**config.mk**
```make
export PLATFORM = sky130hd
export DESIGN_NAME = sqrt_arbiter_flat
export DESIGN_NICKNAME = d
export VERILOG_FILES = /design/src/rtl/sqrt_arbiter_if.sv /design/src/rtl/sqrt_arbiter.sv /design/src/flat_wrapper.sv
export SDC_FILE = /design/constraint.sdc
export NUM_CORES = 1
export LEC_CHECK = 0
export CORE_MARGIN = 1
export CORE_UTILIZATION = 40
export CTS_BUF_LIST = sky130_fd_sc_hd__clkbuf_8
export DETAILED_ROUTE_END_ITERATION = 6
export GPL_TIMING_DRIVEN = 0
export PLACE_DENSITY = 0.83
export SYNTH_ARGS = -nofsm -noshare
export SYNTH_HDL_FRONTEND = slang
export SYNTH_SLANG_ARGS = --single-unit
```
**constraint.sdc**
```tcl
create_clock -name clk -period 4.25 [get_ports clk]
set_input_delay 0.425 -clock clk [delete_from_list [all_inputs] [get_ports clk]]
set_output_delay 0.425 -clock clk [all_outputs]
set_load 0.02 [all_outputs]
```
**src/rtl/sqrt_arbiter_if.sv**
```systemverilog
// rtl/sqrt_arbiter_if.sv - requester and square-root unit signals of sqrt_arbiter
interface sqrt_arbiter_if;
  logic [3:0]  req_valid_i;
  logic [63:0] req_value_i;
  logic [3:0]  req_ack_o;
  logic [3:0]  resp_valid_o;
  logic [7:0]  resp_root_o;
  logic        err_o;
  logic        busy_o;
  logic        sq_start_o;
  logic [15:0] sq_value_o;
  logic        sq_ready_i;
  logic [7:0]  sq_root_i;

  modport slave (
    input  req_valid_i, req_value_i, sq_ready_i, sq_root_i,
    output req_ack_o, resp_valid_o, resp_root_o, err_o, busy_o, sq_start_o, sq_value_o
  );

  modport master (
    output req_valid_i, req_value_i, sq_ready_i, sq_root_i,
    input  req_ack_o, resp_valid_o, resp_root_o, err_o, busy_o, sq_start_o, sq_value_o
  );
endinterface

```
**src/rtl/sqrt_arbiter.sv**
```systemverilog
// rtl/sqrt_arbiter.sv - round-robin arbiter sharing one square-root unit among 4 requesters
// Optional WAIT watchdog enabled by defining SQRT_ARB_TIMEOUT_EN.
module sqrt_arbiter #(
  parameter int NREQ           = 4,
  parameter int TIMEOUT_CYCLES = 64
) (
  input logic           clk,
  input logic           rst_n,
  sqrt_arbiter_if.slave bus
);
  localparam int IW = $clog2(NREQ);

  localparam logic [1:0] S_IDLE  = 2'd0;
  localparam logic [1:0] S_ISSUE = 2'd1;
  localparam logic [1:0] S_WAIT  = 2'd2;
  localparam logic [1:0] S_RESP  = 2'd3;

  logic [1:0]    r_state;
  logic [IW-1:0] r_rr_ptr;
  logic [IW-1:0] r_idx;
  logic [15:0]   r_value;
  logic [7:0]    r_root;

  logic          w_any;
  logic [IW-1:0] w_pick;
  logic [IW-1:0] w_cand;
  logic          w_timeout;

  // Scan farthest offset first so the nearest requester at or above rr_ptr wins; wrap is modulo NREQ.
  always_comb begin
    w_any  = 1'b0;
    w_pick = r_rr_ptr;
    w_cand = r_rr_ptr;
    for (int i = NREQ - 1; i >= 0; i--) begin
      w_cand = r_rr_ptr + IW'(i);
      if (bus.req_valid_i[w_cand]) begin
        w_any  = 1'b1;
        w_pick = w_cand;
      end
    end
  end

`ifdef SQRT_ARB_TIMEOUT_EN
  localparam int CW = $clog2(TIMEOUT_CYCLES + 1);

  logic [CW-1:0] r_wait_cnt;
  logic          r_err;

  assign w_timeout = (r_wait_cnt == CW'(TIMEOUT_CYCLES - 1));

  always_ff @(posedge clk or negedge rst_n) begin
    if (!rst_n) begin
      r_wait_cnt <= '0;
      r_err      <= 1'b0;
    end else begin
      if (r_state == S_ISSUE) begin
        r_wait_cnt <= '0;
      end else if (r_state == S_WAIT) begin
        r_wait_cnt <= r_wait_cnt + 1'b1;
      end
      if (r_state == S_WAIT) begin
        r_err <= !bus.sq_ready_i && w_timeout;
      end
    end
  end

  assign bus.err_o = (r_state == S_RESP) && r_err;
`else
  logic w_unused_tmo;

  assign w_timeout    = 1'b0;
  assign w_unused_tmo = (TIMEOUT_CYCLES > 0);
  assign bus.err_o    = 1'b0;
`endif

  always_ff @(posedge clk or negedge rst_n) begin
    if (!rst_n) begin
      r_state  <= S_IDLE;
      r_rr_ptr <= '0;
      r_idx    <= '0;
      r_value  <= '0;
      r_root   <= '0;
    end else begin
      case (r_state)
        S_IDLE: begin
          if (w_any) begin
            r_idx   <= w_pick;
            r_value <= bus.req_value_i[{w_pick, 4'b0000} +: 16];
            r_state <= S_ISSUE;
          end
        end
        S_ISSUE: r_state <= S_WAIT;
        S_WAIT: begin
          if (bus.sq_ready_i) begin
            r_root  <= bus.sq_root_i;
            r_state <= S_RESP;
          end else if (w_timeout) begin
            r_root  <= 8'hFF;
            r_state <= S_RESP;
          end
        end
        S_RESP: begin
          r_rr_ptr <= r_idx + 1'b1;
          r_state  <= S_IDLE;
        end
        default: r_state <= S_IDLE;
      endcase
    end
  end

  assign bus.req_ack_o    = (r_state == S_ISSUE) ? (4'b0001 << r_idx) : 4'b0000;
  assign bus.resp_valid_o = (r_state == S_RESP)  ? (4'b0001 << r_idx) : 4'b0000;
  assign bus.resp_root_o  = r_root;
  assign bus.busy_o       = (r_state != S_IDLE);
  assign bus.sq_start_o   = (r_state == S_ISSUE);
  assign bus.sq_value_o   = (r_state == S_IDLE) ? 16'd0 : r_value;
endmodule

```
**src/flat_wrapper.sv**
```systemverilog
// flat-port wrapper written by rule: the top's interface ports become plain ports
module sqrt_arbiter_flat 
#(
  parameter int NREQ           = 4,
  parameter int TIMEOUT_CYCLES = 64
)
  (clk, rst_n, bus_req_valid_i, bus_req_value_i, bus_sq_ready_i, bus_sq_root_i, bus_req_ack_o, bus_resp_valid_o, bus_resp_root_o, bus_err_o, bus_busy_o, bus_sq_start_o, bus_sq_value_o);
  sqrt_arbiter_if bus_i ();
  input logic clk;
  input logic rst_n;
  input wire logic [$bits(bus_i.req_valid_i)-1:0] bus_req_valid_i;
  input wire logic [$bits(bus_i.req_value_i)-1:0] bus_req_value_i;
  input wire logic [$bits(bus_i.sq_ready_i)-1:0] bus_sq_ready_i;
  input wire logic [$bits(bus_i.sq_root_i)-1:0] bus_sq_root_i;
  output wire logic [$bits(bus_i.req_ack_o)-1:0] bus_req_ack_o;
  output wire logic [$bits(bus_i.resp_valid_o)-1:0] bus_resp_valid_o;
  output wire logic [$bits(bus_i.resp_root_o)-1:0] bus_resp_root_o;
  output wire logic [$bits(bus_i.err_o)-1:0] bus_err_o;
  output wire logic [$bits(bus_i.busy_o)-1:0] bus_busy_o;
  output wire logic [$bits(bus_i.sq_start_o)-1:0] bus_sq_start_o;
  output wire logic [$bits(bus_i.sq_value_o)-1:0] bus_sq_value_o;
  assign bus_i.req_valid_i = bus_req_valid_i;
  assign bus_i.req_value_i = bus_req_value_i;
  assign bus_i.sq_ready_i = bus_sq_ready_i;
  assign bus_i.sq_root_i = bus_sq_root_i;
  assign bus_req_ack_o = bus_i.req_ack_o;
  assign bus_resp_valid_o = bus_i.resp_valid_o;
  assign bus_resp_root_o = bus_i.resp_root_o;
  assign bus_err_o = bus_i.err_o;
  assign bus_busy_o = bus_i.busy_o;
  assign bus_sq_start_o = bus_i.sq_start_o;
  assign bus_sq_value_o = bus_i.sq_value_o;
  sqrt_arbiter #(.NREQ(NREQ), .TIMEOUT_CYCLES(TIMEOUT_CYCLES)) u_core (.clk(clk), .rst_n(rst_n), .bus(bus_i));
endmodule
```
# After elaboration in Yosys (flattened, before gate mapping)
# Cells that the tools add are included.
# word_totals
register_bits	30
word_cells	47
input_bits	79
# classes
n_eq_ne	5
order_cmp	4
shift	2
mux	22
n_reduce_logical	5
addsub	4
# ops
cell	n
64-bit by 7-bit variable part select with 16-bit output	1
16-bit 2-to-1 mux	1
2-bit by 3-bit less-than comparator with 1-bit output, second input constant	4
2-bit 2-to-1 mux	6
1-bit binary-select mux with 2-bit select	4
1-bit 2-to-1 mux	8
4-bit 2-to-1 mux	2
2-bit case mux with 4 select lines	1
2-bit AND reduction	3
2-bit by 1-bit adder with 2-bit output, second input constant	2
2-bit adder, second input constant	2
2-bit == test, second input constant	2
1-bit by 2-bit << shifter with 4-bit output, first input constant	1
2-bit by 1-bit == test with 1-bit output, second input constant	1
2-bit zero test	1
2-bit by 1-bit != test with 1-bit output, second input constant	1
2-bit != test, second input constant	1
2-bit nonzero test	1

# Depth between registers and ports, before layout
# Gate-level depths: netlist (run 1).
# depth
ltp_word	9
depth_mapped	10
depth_no_buf	7

# Worst setup path before layout (run 1)
# OpenSTA, ideal clock, no wires.
# synth_timing
kind	reg2reg
from	reg u_core.r_state[0]
to	reg u_core.r_value[10]
synth_period_minus_slack_ns	2.062
required_ns	4.116
setup_time_ns	0.134
path_slack_ns	2.188
t_arrival_ns	1.928
path_stages_with_launch	10
cell_sequence	dfrtp_1 inv_1 ha_1 buf_2 inv_1 a21oi_2 and3_1 buf_1 buf_2 a211oi_2
# synth_via
elab_chain_len	2
# synth_rtl
element	line_no	rtl
start: declaration	sqrt_arbiter.sv:18	logic [1:0] r_state;
start signal: assignment	sqrt_arbiter.sv:78	r_state <= S_IDLE;
start signal: assignment	sqrt_arbiter.sv:89	r_state <= S_ISSUE;
start signal: assignment	sqrt_arbiter.sv:92	S_ISSUE: r_state <= S_WAIT;
2-bit zero test	sqrt_arbiter.sv:84	case (r_state)
2-bit AND reduction (no source line)	n/a	
end signal: assignment	sqrt_arbiter.sv:88	r_value <= bus.req_value_i[{w_pick, 4'b0000} +: 16];
end: declaration	sqrt_arbiter.sv:21	logic [15:0] r_value;
# Every way passes these cells.
# A chain may end at the register's enable or synchronous reset.

# Worst setup path after layout (run 1)
# layout_timing
from	reg u_core.r_state[0]
to	out bus_sq_value_o[12]
# layout_via
elab_chain_len	2
# layout_rtl
element	line_no	rtl
2-bit zero test	sqrt_arbiter.sv:116	assign bus.sq_value_o = (r_state == S_IDLE) ? 16'd0 : r_value;
16-bit 2-to-1 mux	sqrt_arbiter.sv:116	
end: declaration	flat_wrapper.sv:21	output wire logic [$bits(bus_i.sq_value_o)-1:0] bus_sq_value_o;
# Every way passes these cells.

==> results.md, run 1 <==
* Outcome: finished clean
* CP Launch Point: u_core.r_state[0]
* CP max-delay cell: clkdlybuf4s50_1
* Met3 Usage GRT at 0.0648
* # diodes at 0
* Cell taking the most area after synthesis: dfrtp_1
* Synth Instances at approximately 200
* Global-route wire length before repair at between 9 and 10 mm
* CP Max Fanout at 10
* Sequential share of power at 0.225
* Slew margin rel. at 0.548
* Syn_nets at 288
* Met2 GRT Util at 0.373
* Leak at around 1.4 nW
* Total power at around 2.3 mW
* PortBufs at between 100 and 150
* Flops & latches, synth at 30
* Clock Tree Root: clkbuf_8
* F_max at ~0.38 GHz
* GR Util met1 at 0.263
* Vias in the first global route at approximately 2000
* Global route overflow at 0
* Final period utilization at 0.626
* Worst-path clk slew at approximately 70 ps
* Least-Margin Pin Slew at roughly 680 ps
* Post-DP HPWL at 4.50 mm
* Die area at around 0.0057 sq mm
* Via count at 1978
* Starting Density at 0.420
* Final instance count without filler cells at 391
* Critical path's top delay family: buffers and inverters
* Fill cells at 442
* Pwr per Cell Area at about 660 mW/mm^2
* Top Usage Layer GRT: met2
* Clk pwr share at 0.118
* CTS resizes at 0
* Area growth, synth to finish at 60.5%
* Yosys warns at 0
* Mapped Area at ~0.0022 sq mm
* Largest net degree at the start of global routing at 31
* P_sw at slightly below 1 mW
* Drt total wl at just under 6 mm
* Worst endpoint data arrival time at roughly 2200 ps
* Share of cells above drive strength 1 at 0.187
* Worst path cell trace: inv_1 -> ha_1 -> buf_2 -> clkbuf_1 -> nor2b_1 -> clkdlybuf4s50_1
* Internal power at 1.34 mW
* Initial antenna violation count at 0
* Core Area at slightly above 0.005 sq mm
* Clock latency on the worst-skew pair at 280 ps
* Final nets at between 400 and 500
* RSZ-0062 raised after global routing: false
* Worst Skew at about 8 ps
* WP buf/inv at 4
* Hold Fails Final Rpt at 0
* Global Route Usage Sum at 0.215
* Vias per inst at 5.06
* WL/cell at 14.8 um
* I/O pin cnt at between 100 and 150
* Number of synthesized flops with an enable pin at 0
* Clock sink total at 30
* Maxcap violations at 0
* WS Path Type: reg2out
* CP Launch Type: flop
* First-pass iteration count of the detailed router at 4
* GP Congestion at around 0.77
* Die width at about 76 um
* Most frequent cell after synthesis: dfrtp_1
* H-Tree Depth at 2
* Placed cell count at 383
* Register area share after synthesis at 0.346
* Clock Path Buffers at 2
* Tmin final at between 2000 and 3000 ps
* Synth cell types at 35
* Top cells by count, synth: 30 x dfrtp_1, 26 x a211oi_2, 18 x nor2b_1
* Data required, critical path at 3830 ps
* Peak supply drop at 0.298 mV
* Setup_tns at 0 ps
* Endpoint class of the critical path: primary output
* Fin. max-slew vios at 0
* CTS Buf Count at 5
* # rows at 26
* Final setup fails at 0
* Most used DFF post-synth: dfrtp_1
* Hold buffers post-CTS at 0
* Comb pwr share at 0.657
* Async SR Flop Fraction at 1.00
* CTS tree: done
* Top cells by area, synth: dfrtp_1 35%, a211oi_2 15%, mux2i_1 7.4%
* Antenna Nets Post-Route at 0
* Origin of the critical flop-to-flop path: u_core.r_state[0]
* Die height at ~76 um
* Starting DRT DRC Count at 57
* Post-synth top area share at 0.346
* Min-Delay Path Class: in2async
* Slowest stage delay, CP at roughly 550 ps
* Post CTS Setup Buffer Count at 0
* # DRC at 0
* Mean post-synth cell area at about 11 sq um
* Sw Share at 0.419
## registers in the layout, indices dropped and copies added, names as in the netlist
register and count:
u_core.r_value 16, u_core.r_idx 2, u_core.bus.resp_root_o 8, u_core.r_state 2, u_core.r_rr_ptr 2
## power by group through the flow
stage	Sequential [mW]	Combinational (mW)	Clock, mW
final	0.517	1.51	0.271
after global routing	0.540	1.64	0.287
after CTS	0.520	1.53	0.275
after detailed placement	0.526	1.53	0
after global placement	0.516	1.50	0
after floorplan	0.553	0.905	0
## cell families after synthesis
family	share of synthesized area
AO/OA/AOI/OAI	0.217
adder cells (fa/ha/maj)	0.0461
buffers and inverters	0.0668
flip-flops	0.346
multiplexers	0.120
other	0.00173
AND/OR/NAND/NOR	0.202
## stage by stage
| stage | setup slack (ps) | hold WS, ps | utilization | area [sq um] |
|---|---|---|---|---|
| after floorplan | 2190 | 129 | - | 2170 |
| after global placement | 1620 | 485 | 0.653 | 3380 |
| after detailed placement | 1580 | 493 | 0.652 | 3370 |
| after CTS | 1530 | 206 | 0.674 | 3480 |
| after global routing | 1400 | 238 | 0.674 | 3480 |
| final | 1590 | 181 | 0.674 | 3480 |
## routing by layer
| metal | part of all wire | routed length, um | up-vias |
|---|---|---|---|
| met5 | 0 | 0 | - |
| met2 | 0.51 | 2960 | 75 |
| met3 | 0.063 | 364 | 11 |
| li1 | - | - | 967 |
| met1 | 0.41 | 2400 | 925 |
| met4 | 0.011 | 66 | 0 |
## placed cells by master, fill, tap and decap left out, types with 2 or more instances in the layout
cell,count
clkbuf_1,4
or3_1,2
a21oi_2,2
nand2b_1,2
mux2_2,9
clkbuf_8,8
buf_2,4
mux2i_1,16
inv_1,6
a211oi_1,6
dfrtp_1,30
buf_4,3
and2_1,8
nor2_2,2
a21o_1,2
nor2b_1,18
nor4b_1,16
nor2_1,17
o21ai_0,3
a211oi_2,26
clkdlybuf4s50_1,111
ha_1,8
nand2_1,3
buf_12,2
## final timing paths
path | to | slack [ps] | cells past startpoint
max | bus_sq_value_o[12] | 1590 | 6
max in group asynchronous | u_core.r_value[4] | 3630 | 1
min reg2reg | u_core.bus.resp_root_o[1] | 500 | 1
max reg2reg | u_core.r_value[5] | 1710 | 9
min | u_core.r_value[10] | 180 | 1
min in group clk | u_core.bus.resp_root_o[1] | 500 | 1
## area by class of cell
cell class / count / area [sq um] / area share
Clock buffer: 8 / 110 / 0.0316
Tap cell: 70 / 87.6 / 0.0251
Timing Repair Buffer: 112 / 1120 / 0.320
Multi-Input combinational cell: 150 / 1270 / 0.366
Sequential cell: 30 / 751 / 0.215
Inverter: 6 / 22.5 / 0.00646
Buffer: 15 / 123 / 0.0352
Power figures use the tool's default switching activity.
==> run 2: changes to the inputs <==
- clock period: 4.25 -> 2.55 ns (I/O delays scaled with it)
==> results.md, run 2 (synthesis gave the netlist of run 1 again) <==
* Clock Path Buffers at 2 (unchanged)
* I/O pin cnt at 114 (unchanged)
* Data required, critical path at 2300 ps (-1530 ps)
* Slew margin rel. at 0.546 (-0.00204)
* F_max at around 0.42 GHz
* Vias per inst at 5.05 (-0.10%)
* Global-route wire length before repair at 9.09 mm (-0.15%)
* Fill cells at 441 (-0.23%)
* Outcome: finished clean
* Least-Margin Pin Slew at 681 ps (+3.05 ps)
* Finished Core Util at 0.676 (+0.00218)
* Final nets at 407 (unchanged)
* Total power at 3.85 mW (+67%)
* Sequential cell area at 751 sq um (unchanged)
* Area of the multi-input gates at 0.00128 sq mm (+0.59%)
* Final setup fails at 0 (unchanged)
* Share of cells above drive strength 1 at 0.190 (+0.00312)
* Core Area at 0.00517 sq mm (unchanged)
* Global route overflow at 0 (unchanged)
* PortBufs at 112 (unchanged)
* GP Congestion at 0.772 (unchanged)
* Vias in the first global route at 1991 (-0.10%)
* # DRC at 0 (unchanged)
* Peak supply drop at 0.504 mV (+69%)
* Starting Density at 0.420 (unchanged)
* Clock Tree Root: clkbuf_8
* Clock latency on the worst-skew pair at 280 ps (about the same)
* Initial antenna violation count at 0 (unchanged)
* Post-DP HPWL at 4.50 mm (unchanged)
* Design Area, Final at 0.00350 sq mm (+0.32%)
* Min-Delay Path Class: in2async
* Global Route Usage Sum at 0.215 (-0.000280)
* Worst endpoint data arrival time at 2150 ps (-90 ps)
* Most frequent cells in the layout: 111 x clkdlybuf4s50_1, 30 x dfrtp_1, 26 x a211oi_2, 18 x nor2b_1, 17 x nor2_1
* Hold Fails Final Rpt at 0 (unchanged)
* CTS tree: done
* CTS Buf Count at 5 (unchanged)
* Clock sink total at 30 (unchanged)
* CP Launch Point: u_core.r_state[0]
* Die area at 0.00573 sq mm (unchanged)
* First-pass iteration count of the detailed router at 4 (unchanged)
* Largest net degree at the start of global routing at 31 (unchanged)
* Worst-path clk slew at 70 ps (about the same)
* H-Tree Depth at 2 (unchanged)
* Commonest non-fill, non-tap cell in the layout: clkdlybuf4s50_1
* Fin. max-slew vios at 0 (unchanged)
* Slowest stage delay, CP at 620 ps (+70 ps)
* # diodes at 0 (unchanged)
* Worst path cell trace: inv_1 -> ha_1 -> buf_2 -> clkbuf_2 -> nor2b_1 -> clkdlybuf4s50_1
* WL/cell at 14.8 um (about the same)
* Placed cell areas at 0.00337 sq mm (unchanged)
* Final period utilization at 0.943
* Drt total wl at 5.80 mm (about the same)
* CP max-delay cell: clkdlybuf4s50_1
* Die height at 75.7 um (unchanged)
* Setup ws final at 145 ps (-1440 ps)
* Maxcap violations at 0 (unchanged)
* Largest register FFs at 16 (unchanged)
* Die width at 75.7 um (unchanged)
* Area growth, synth to finish at 61.0%
* Via count at 1976 (-0.10%)
* WS Path Type: reg2out
* Antenna Nets Post-Route at 0 (unchanged)
* Tmin final at roughly 2400 ps
* Leak at 1.36 nW (+0.32%)
* Worst Skew at 7.94 ps (-0.170 ps)
* Endpoint class of the critical path: primary output
* Register with the most flip-flops: u_core.r_value
* CP Launch Type: flop
* Pwr per Cell Area at 1100 mW/mm^2 (+67%)
* Origin of the critical flop-to-flop path: u_core.r_state[0]
* CP Max Fanout at 10 (unchanged)
* # rows at 26 (unchanged)
* Pre-CTS WS at -4.47 ps (-1590 ps)
* Starting DRT DRC Count at 54 (-5.3%)
run 2: power breakdown:
group	leakage, nW	switching [mW]	internal (mW)
Clock	0.0575	0.178	0.272
Combinational	0.962	1.29	1.24
Sequential	0.342	0.139	0.723
Total	1.36	1.61	2.24
run 2: critical path: cells and delay by family (launching register included):
family / cells / cell delay, ps
DFF: 1 / 390
adders and majority gates: 1 / 200
buffers and inverters: 4 / 1110
and+or+nand+nor: 1 / 170
run 2: final timing paths:
path	end	slack (ps)	depth (start not counted)
setup / recovery	bus_sq_value_o[12]	140	6
hold / removal	u_core.r_value[10]	10	1
setup reg to reg	u_core.r_value[5]	180	9
hold reg to reg	u_core.bus.resp_root_o[1]	500	1
max in group asynchronous	u_core.r_value[4]	2100	1
min in group clk	u_core.bus.resp_root_o[1]	500	1
run 2: routing by layer:
layer	track usage	wire length, um	vias to the layer above
li1	-	-	968
met1	0.263	2410	922
met2	0.372	2950	75
met3	0.0648	366	11
met4	0.0514	70	0
met5	0	0	-
run 2: cell type report:
class	count	share of cell area
Multi-Input combinational cell	150	0.367
Timing Repair Buffer	112	0.319
Sequential cell	30	0.215
Buffer	15	0.0361
Clock buffer	8	0.0315
Tap cell	70	0.0251
Inverter	6	0.00644
run 2: what timing repair did:
action | in CTS | in global routing
endpoints found under the hold margin | 0 | 0
setup buffers | 0 | 0
hold buffers | 0 | 0
setup endpoints to repair | 9 | 19
gates resized for setup | 1 | 3
run 2: per-stage QoR:
stage          hold slack [ps]  instances  setup TNS (ps)
6_report                  13.0        391               0
5_1_grt                   67.7        391          -0.272
4_1_cts                   36.5        391               0
3_5_place_dp               333        383           -18.9
3_3_place_gp               485        383               0
2_1_floorplan            -40.6        201               0
